<file path="config.mk">
export PLATFORM = sky130hd
export DESIGN_NAME = inst_ram_loader
export DESIGN_NICKNAME = d
export VERILOG_FILES = /design/src/rtl/inst_ram_loader.sv
export SDC_FILE = /design/constraint.sdc
export NUM_CORES = 1
export LEC_CHECK = 0
export BUFFER_PORTS_ARGS = -buffer_cell sky130_fd_sc_hd__buf_2
export CAP_MARGIN = 20
export CORE_ASPECT_RATIO = 1.2
export CORE_MARGIN = 4
export CORE_UTILIZATION = 45
export CTS_CLUSTER_SIZE = 30
export DETAILED_ROUTE_END_ITERATION = 10
export GPL_TIMING_DRIVEN = 0
export PLACE_DENSITY = 0.69
export SETUP_SLACK_MARGIN = 0.5
export SLEW_MARGIN = 10
export SYNTH_ARGS = -nofsm -noshare
export SYNTH_HDL_FRONTEND = slang
export SYNTH_SLANG_ARGS = --single-unit
</file>
<file path="constraint.sdc">
create_clock -name clka -period 1.7 [get_ports clka]
set_input_delay 0.255 -clock clka [delete_from_list [all_inputs] [get_ports clka]]
set_output_delay 0.255 -clock clka [all_outputs]
set_load 0.02 [all_outputs]
</file>
<file path="src/rtl/inst_ram_loader.sv">
// rtl/inst_ram_loader.sv - UART byte-stream boot loader in front of the instruction RAM
module inst_ram_loader #(
    parameter int ADDR_WIDTH = 6,
    parameter int DATA_WIDTH = 32
) (
    input  logic                  clka,
    input  logic                  rsta_n,
    input  logic                  load_start,
    input  logic [ADDR_WIDTH:0]   load_words,
    input  logic [7:0]            rx_data,
    input  logic                  rx_valid,
    input  logic [ADDR_WIDTH-1:0] fetch_addr,
    output logic [ADDR_WIDTH-1:0] ram_addra,
    output logic [DATA_WIDTH-1:0] ram_dina,
    output logic                  ram_wea,
    output logic                  cpu_hold,
    output logic                  busy,
    output logic                  load_done,
    output logic [7:0]            checksum
);

    localparam logic [1:0] S_IDLE = 2'd0;
    localparam logic [1:0] S_LOAD = 2'd1;
    localparam logic [1:0] S_DONE = 2'd2;

    localparam logic [ADDR_WIDTH:0]   DEPTH    = (ADDR_WIDTH+1)'(2 ** ADDR_WIDTH);
    localparam logic [ADDR_WIDTH-1:0] TOP_ADDR = '1;

    logic [1:0]            state;
    logic [ADDR_WIDTH-1:0] last_addr;
    logic [ADDR_WIDTH-1:0] wr_addr;
    logic                  wr_pend;
    logic [DATA_WIDTH-1:0] wr_data;
    logic [DATA_WIDTH-1:0] asm_word;
    logic [1:0]            byte_idx;
    logic [ADDR_WIDTH-1:0] clamp_last;
    logic                  start_ok;
    logic                  final_write;
    logic                  byte_ok;

    // Index of the final word: 0 or anything past the RAM depth means "fill the whole RAM".
    always_comb begin
        clamp_last = TOP_ADDR;
        if (load_words != '0 && load_words <= DEPTH) begin
            clamp_last = load_words[ADDR_WIDTH-1:0] - ADDR_WIDTH'(1);
        end
    end

    // A start request only counts from IDLE; the retiring write of the last word ends the load,
    // and any byte landing in that same cycle is dropped.
    always_comb begin
        start_ok    = (state == S_IDLE) && load_start;
        final_write = (state == S_LOAD) && wr_pend && (wr_addr == last_addr);
        byte_ok     = (state == S_LOAD) && rx_valid && !final_write;
    end

    // Top-level sequencing: IDLE -> LOAD -> DONE (one cycle) -> IDLE.
    always_ff @(posedge clka or negedge rsta_n) begin
        if (!rsta_n) begin
            state     <= S_IDLE;
            last_addr <= '0;
        end else begin
            case (state)
                S_IDLE: begin
                    if (start_ok) begin
                        state     <= S_LOAD;
                        last_addr <= clamp_last;
                    end
                end
                S_LOAD: begin
                    if (final_write) begin
                        state <= S_DONE;
                    end
                end
                S_DONE:  state <= S_IDLE;
                default: state <= S_IDLE;
            endcase
        end
    end

    // Byte assembly and running checksum; the assembly register is separate from the write
    // register so a byte arriving while a write is pending is never lost.
    always_ff @(posedge clka or negedge rsta_n) begin
        if (!rsta_n) begin
            asm_word <= '0;
            byte_idx <= '0;
            checksum <= '0;
        end else if (start_ok) begin
            asm_word <= '0;
            byte_idx <= '0;
            checksum <= '0;
        end else if (byte_ok) begin
            asm_word[8*byte_idx +: 8] <= rx_data;
            byte_idx                  <= byte_idx + 2'd1;
            checksum                  <= checksum + rx_data;
        end
    end

    // Write side: a completed word sits in wr_data for exactly one cycle while ram_wea is high,
    // then the address advances.
    always_ff @(posedge clka or negedge rsta_n) begin
        if (!rsta_n) begin
            wr_pend <= 1'b0;
            wr_data <= '0;
            wr_addr <= '0;
        end else if (start_ok) begin
            wr_pend <= 1'b0;
            wr_data <= '0;
            wr_addr <= '0;
        end else if (state == S_LOAD) begin
            if (wr_pend) begin
                wr_pend <= 1'b0;
                if (!final_write) begin
                    wr_addr <= wr_addr + ADDR_WIDTH'(1);
                end
            end
            if (byte_ok && byte_idx == 2'd3) begin
                wr_data <= {rx_data, asm_word[23:0]};
                wr_pend <= 1'b1;
            end
        end else begin
            wr_pend <= 1'b0;
        end
    end

    // RAM port mux: the CPU owns the address in IDLE, the loader owns it otherwise.
    always_comb begin
        ram_wea   = (state == S_LOAD) && wr_pend;
        ram_dina  = ram_wea ? wr_data : '0;
        ram_addra = (state == S_IDLE) ? fetch_addr : wr_addr;
        busy      = (state != S_IDLE);
        cpu_hold  = (state != S_IDLE);
        load_done = (state == S_DONE);
    end

endmodule

</file>
==> metrics.md, run 1 <==
| Metric | Value |
|---|---|
| Outcome | `finished, violations left` |
| Failing checks | `setup timing` |
| Flop pwr share | `34.8%` |
| Fmax | `0.520 GHz` |
| R2R depth | `8` |
| CP endpoint kind | `flop` |
| GRT Util Overall | `21.6%` |
| CTS sink cnt | `81` |
| Internal power | `0.00629 W` |
| Synthesis Warnings | `0` |
| Sequential-to-total area share from yosys stat | `47.0%` |
| Die X | `97.3 um` |
| Max Cap Viol | `0` |
| DIE HEIGHT | `115 um` |
| Synth Area in Compound Gates | `8.74%` |
| GP Congestion | `0.814` |
| CTS clk-pin slew, worst paths | `0.08 ns` |
| Hold Crit Class | `in2reg` |
| Synth async-reset ratio | `100%` |
| Area growth from synthesis to layout | `54.7%` |
| ANT cells | `0` |
| Post-synth top area cell | `dfrtp_1` |
| P_sw | `0.00395 W` |
| Initial Util | `47.0%` |
| DRC viols | `0` |
| Multi-input gate area in the final layout | `2730 um2` |
| Pin count of the biggest net entering global routing | `48` |
| Vias/cell | `5.23` |
| Clk root buf | `clkbuf_8` |
| PD cells | `1540 nW/um2` |
| Most common cell in the netlist | `nand2_1` |
| Yosys top cell area share | `47.0%` |
| Startpoint Class | `flop` |
| Worst IR Drop VDD | `0.00126 V` |
| Post-route setup TNS | `-12.76 ns` |
| Period utilization | `113%` |
| Number of fill cells | `600` |
| Min cycle time layout | `1.92 ns` |
| Vias in the first global route | `3,861` |
| Congestion Overflow GR | `0` |
| Clock latency on the worst-skew pair | `0.36 ns` |
| Mux contribution to synthesized area | `10.4%` |
| Hold Vio Cnt, Final | `0` |
| Main combinational cell family by area after synthesis | `simple AND/OR/NAND/NOR gates` |
| Syn nets | `489` |
| RSZ-0062 raised after global routing | `yes` |
| Routed WL per cell | `17.2 um` |
| Pleak | `3.29 nW` |
| Row cnt | `38` |
| Combinational fraction of design power | `49.5%` |
| CP arrival | `2.18 ns` |
| Worst path required time | `1.95 ns` |
| 1st-iter DRT viols | `148` |
| Simple-gate portion of the synthesized area | `22.4%` |
| Layout cells sized above 1 | `51.5%` |
| Worst-margin pin slew | `0.491 ns` |
| Relative slew slack | `67.3%` |
| Setup-failing EPs final | `109` |
| Synthesized instance count | `449` |
| Placed cells | `643` |
| Initial antenna violation count | `0` |
| Adder-cell area share of the yosys netlist | `4.53%` |
| Clock network fraction of total power | `15.7%` |
| DR vias | `3,734` |
| Area contributors post-synth | `dfrtp_1, nand2_1, mux2i_1` |
| Crit path cell chain | `ha_4, inv_2, fa_2, nor2b_2, o31ai_4, a21boi_2, or3_1, a31o_2` |
| Mapped Area | `4310 um2` |
| Hold path cells | `2` |
| Register bit total from synthesis | `81` |
| Top Ports | `75` |
| Htree depth | `3` |
| CP max FO | `2` |
| Core ar. | `9180 um2` |
| Sw Ratio | `38.5%` |
| FF/Latch Area | `2040 um2` |
| Ys flop type | `dfrtp_1` |
| Total wire length after detailed routing | `12.3 mm` |
| Number of buffers created by CTS | `9` |
| Final nets | `629` |
| Crit Path Class | `reg2reg` |
| Post-synth top cells | `nand2_1, dfrtp_1, mux2i_1` |
| CTS tree | `yes` |
| Syn Area/Cell | `9.60 um2` |
| Clk_skew | `0.00794 ns` |
| Post-DP HPWL | `7.43 mm` |
| Non-Filler Instances | `714` |
| Distinct cells, synth | `47` |
| XOR/XNOR Fraction of Synth Area | `3.05%` |
| Hold slack | `0.0936 ns` |
| Crit-path slowest cell | `dfrtp_2` |
| Max incr delay on CP | `0.44 ns` |
| First-pass GRT wire length | `19.1 mm` |
| Slew Limit Fails | `0` |
| Antenna-violating nets left | `0` |
| EDFF count, synth | `0` |
| Maximum clock path buffer count | `2` |
| Setup ws final | `-0.225 ns` |
| Die Area | `11,200 um2` |
| DR pass1 iterations | `4` |
| Final design utilization | `72.6%` |
| PortBufs | `73` |
==> state kept, by name, summed over array words and instances (netlist names) <==
register	count
asm_word	24
byte_idx	2
checksum	8
last_addr	6
state	2
wr_addr	6
wr_data	32
wr_pend	1
==> power groups by stage <==
stage | Clock [W] | Sequential, W | Combinational [W]
after floorplan | 0 | 0.00340 | 0.00257
after global placement | 0 | 0.00342 | 0.00328
after detailed placement | 0 | 0.00346 | 0.00340
after CTS | 0.00161 | 0.00344 | 0.00442
after global routing | 0.00169 | 0.00368 | 0.00548
final | 0.00160 | 0.00356 | 0.00507
==> path summary, 6_finish.rpt <==
path | slack, ns | from | to
min in group asynchronous | 0.39 | rsta_n | checksum[0]
max in group asynchronous | 0.73 | rsta_n | wr_data[7]
hold reg to reg | 0.50 | asm_word[13] | wr_data[13]
hold / removal | 0.09 | load_words[0] | last_addr[0]
setup reg to reg | -0.22 | checksum[0] | checksum[6]
setup / recovery | -0.22 | checksum[0] | checksum[6]
==> metrics by stage <==
stage          cell area [um2]  power, W  worst slack [ns]
6_report                  6670    0.0102            -0.225
5_1_grt                   6670    0.0109            -0.270
4_1_cts                   6220   0.00947            -0.220
3_5_place_dp              5110   0.00686            -0.389
3_3_place_gp              5080   0.00670            -0.363
2_1_floorplan             4560   0.00597            -0.247
==> worst max-delay path: cells and delay by family, from the launching register on <==
kind / cells / cell delay [ns]
AO/OA/AOI/OAI: 3 / 0.57
adder cells (fa/ha/maj): 2 / 0.37
buffers and inverters: 1 / 0.05
flip-flops: 1 / 0.44
AND/OR/NAND/NOR: 2 / 0.39
==> what timing repair did <==
| item | 4_1_cts | 5_1_grt |
|---|---|---|
| hold buffers | 1 | 0 |
| pin swaps | 32 | 23 |
| buffers inserted | 33 | 12 |
| hold endpoints to repair | 34 | 0 |
| resized for setup | 144 | 95 |
| setup endpoints to repair | 130 | 130 |
| cloned | 9 | 0 |
==> cells by family after synthesis <==
kind of cell / count (synthesis)
compound gates: 58
simple gates: 205
flops: 81
mux: 44
fa+ha+maj: 15
buf+inv: 31
xor+xnor: 15
==> final cells by class <==
cell class,count,share of cell area [%]
Buffer,22,3.70
Clock buffer,14,2.44
Clock inverter,2,0.901
Inverter,9,0.582
Multi-Input combinational cell,337,40.9
Sequential cell,81,30.6
Tap cell,120,2.25
Timing Repair Buffer,129,18.7
==> layer usage <==
metal / vias up / track usage (%) / share of wire [%] / wire length [um]
li1: 1764 / - / - / -
met1: 1845 / 24.7 / 39 / 4750
met2: 93 / 38.8 / 54 / 6610
met3: 32 / 3.76 / 3.6 / 440
met4: 0 / 11.7 / 3.6 / 441
met5: - / 0 / 0 / 0
==> cell usage in the layout (no fill, tap or decap), types with 4 or more instances in the layout <==
cell type,n
nand2_1,89
dfrtp_1,73
buf_6,66
mux2i_1,35
and2_4,33
buf_2,30
buf_4,29
o21ai_2,18
nand2_2,18
nor2_1,17
clkbuf_8,13
o21ai_1,12
nand2_4,11
ha_1,8
dfrtp_2,8
inv_1,7
buf_8,7
nor2_4,6
mux2_4,6
clkbuf_1,6
xnor2_1,6
xor2_1,5
buf_12,5
a21oi_2,5
ha_4,5
xor2_2,4
nand2_8,4
clkbuf_2,4
Power figures use the tool's default switching activity.
==> inputs of run 2 (changes only) <==
- ABC_AREA: unset -> 1
- PLACE_DENSITY: 0.69 -> 0.68
- REMOVE_ABC_BUFFERS: unset -> 1
==> metrics.md, run 2 <==
| Metric | Value |
|---|---|
| Crit-path leading delay family | `simple AND/OR/NAND/NOR gates` |
| Synthesized instance count | `625` |
| EDFF count, synth | `0` |
| Hold Crit Class | `in2reg` |
| Most frequent cells in the layout | `nand2_1, inv_1, dfrtp_1` |
| Crit path cell chain | `clkinv_4, nand3_4, inv_4, nand2_4, nor2_4, nand2_4, nand3_4, buf_12, clkbuf_16, nand3_2, nand2_1` |
| DR pass1 iterations | `5` |
| Total wire length after detailed routing | `15.2 mm` |
| FF-to-FF setup slack | `-0.14 ns` |
| CP max FO | `6` |
| First-pass GRT wire length | `19.6 mm` |
| Vias in the first global route | `4,068` |
| Outcome | `finished, violations left` |
| Biggest register | `wr_data` |
| Register bit total from synthesis | `81` |
| Grt met3 use | `4.07%` |
| Final design utilization | `68.9%` |
| Synthesis Warnings | `0` |
| Ys flop type | `dfrtp_1` |
| GP Congestion | `0.913` |
| Most common cell in the netlist | `nand2_1` |
| DRC viols | `0` |
| Area contributors post-synth | `dfrtp_1, nand2_1, nand3_1` |
| Mapped Area | `4590 um2` |
| Pleak | `3.67 nW` |
| Routed WL per cell | `17.3 um` |
| Met2 capacity usage during global routing | `34.2%` |
| Initial antenna violation count | `0` |
| Fmax | `0.545 GHz` |
| Number of buffers created by CTS | `9` |
| Sequential-to-total area share from yosys stat | `44.1%` |
| Post-DP HPWL | `7.26 mm` |
| GRT Util Overall | `20.5%` |
| PD cells | `1300 nW/um2` |
| PortBufs | `74` |
| Clk root buf | `clkbuf_16` |
| DIE HEIGHT | `119 um` |
| Area post-placement | `5010 um2` |
| Setup ws final | `-0.136 ns` |
| Top Ports | `75` |
| Clock latency on the worst-skew pair | `0.35 ns` |
| Maximum clock path buffer count | `2` |
| RR Endpoint | `wr_data[5]` |
| Period utilization | `108%` |
| Pin count of the biggest net entering global routing | `47` |
| Final Cell Area | `6900 um2` |
| ANT cells | `0` |
| Row cnt | `40` |
| CTS tree | `yes` |
| Hold slack | `0.271 ns` |
| CP Buf/Inv Count | `4` |
| Hold Path Origin | `load_words[3]` |
| Crit Path Class | `reg2reg` |
| Final nets | `787` |
| CP endpoint kind | `flop` |
| Syn Area/Cell | `7.35 um2` |
| Post-route setup TNS | `-4.38 ns` |
| Most common cell after layout, fill and taps aside | `nand2_1` |
| Hold Vio Cnt, Final | `0` |
| Vias/cell | `5.43` |
| Layout cells sized above 1 | `40.3%` |
| Area growth from synthesis to layout | `50.2%` |
| Synth async-reset ratio | `100%` |
| Antenna-violating nets left | `0` |
| Die X | `100 um` |
| Max FFs per register | `32` |
| Worst-margin pin slew | `0.507 ns` |
| Clk_skew | `0.00692 ns` |
| Yosys top cell area share | `44.1%` |
| Max Cap Viol | `0` |
| Global routing met1 resource utilization | `25.2%` |
| Failing checks | `setup timing` |
| Crit Reg-Reg Startpoint | `state[1]` |
| DR vias | `4,765` |
| R2R depth | `11` |
| Core ar. | `10,000 um2` |
| Setup-failing EPs final | `88` |
| Worst IR Drop VDD | `0.000999 V` |
| Number of fill cells | `712` |
| Initial Util | `45.9%` |
| Hold Path Sink | `last_addr[3]` |
| Distinct cells, synth | `29` |
| Die Area | `11,900 um2` |
| CP arrival | `2.12 ns` |
| Congestion Overflow GR | `0` |
| Top Registers | `wr_data: 32 flops, asm_word: 24 flops, checksum: 8 flops` |
| Top Usage Layer GRT | `met2` |
| Post-synth top cells | `nand2_1, inv_1, dfrtp_1` |
| Post-synth top area cell | `dfrtp_1` |
| 1st-iter DRT viols | `343` |
| Max incr delay on CP | `0.46 ns` |
| CTS clk-pin slew, worst paths | `0.06 ns` |
| RSZ-0062 raised after global routing | `yes` |
| Startpoint Class | `flop` |
| CTS sink cnt | `81` |
| Crit-path slowest cell | `dfrtp_2` |
| Relative slew slack | `66.2%` |
| Hold path cells | `4` |
| Worst path required time | `1.98 ns` |
| Slew Limit Fails | `0` |
| Htree depth | `3` |
| Min cycle time layout | `1.84 ns` |
==> run 2: cell count changes after synthesis, moves of 7 or more <==
cell     change
and2_1      -34
inv_1       +83
inv_2        +8
mux2i_1     -38
nand2_1     +75
nand3_1     +78
nand4_1     +13
nor2_1      +27
o21ai_0      +7
o21ai_1     -18
==> run 2: how the worst max path moves through the flow <==
stage,start,to,slack [ns],cells past startpoint
after global routing,state[1],wr_data[10],-0.18,11
after global placement,state[0],asm_word[7],-1.17,8
final,state[1],wr_data[5],-0.14,11
after floorplan,state[0],last_addr[3],-0.52,6
after CTS,state[1],ram_dina[7],-0.03,5
after detailed placement,state[0],wr_data[3],-0.66,9
==> run 2: through the flow <==
stage / total power, W / std cells / worst slack, ns
global placement: 0.00565 / 800 / -1.17
finish: 0.00900 / 878 / -0.136
global route: 0.00958 / 878 / -0.177
detailed placement: 0.00574 / 802 / -0.665
floorplan: 0.00501 / 600 / -0.521
CTS: 0.00813 / 845 / -0.0339
==> run 2: layer usage <==
metal	routed length (um)	vias to the layer above
met1	5640	2233
li1	-	2211
met5	0	-
met4	835	0
met2	7640	249
met3	1040	72
==> run 2: worst register-to-register path: cells and delay by family, from the launching register on <==
family / cells / cell delay (ns)
simple gates: 7 / 0.73
flops: 1 / 0.46
buf+inv: 4 / 0.58
==> run 2: kinds of logic (layout without fill, tap and decap cells) <==
group	Yosys count	in the layout	synth area share [%]
XOR/XNOR	11	11	2.10
AND/OR/NAND/NOR	366	371	35.0
flip-flops	81	81	44.1
AO/OA/AOI/OAI	27	27	3.02
adder cells (fa/ha/maj)	15	15	4.25
buffers and inverters	125	247	11.5
==> run 2: what timing repair did <==
action,CTS,global route
setup buffers,22,23
hold endpoints to repair,36,0
pin swaps,16,44
gates cloned,4,10
resized for setup,106,166
hold buffers,1,0
endpoints found under the setup margin,123,124
==> run 2: area by class of cell <==
cell class	instances	area [um2]	area share (%)
clock buffers	9	225	3.26
clock inverters	7	95.1	1.38
inverters	100	420	6.09
multi-input cells	424	2670	38.8
flip-flops and latches	81	2030	29.5
well taps	126	158	2.29
repair buffers	127	1240	18.0
repair inverters	4	48.8	0.707
==> run 2: report_power, final <==
part           internal, W  switching (W)
Sequential         0.00265       0.000532
Combinational      0.00152        0.00223
Clock              0.00128       0.000794
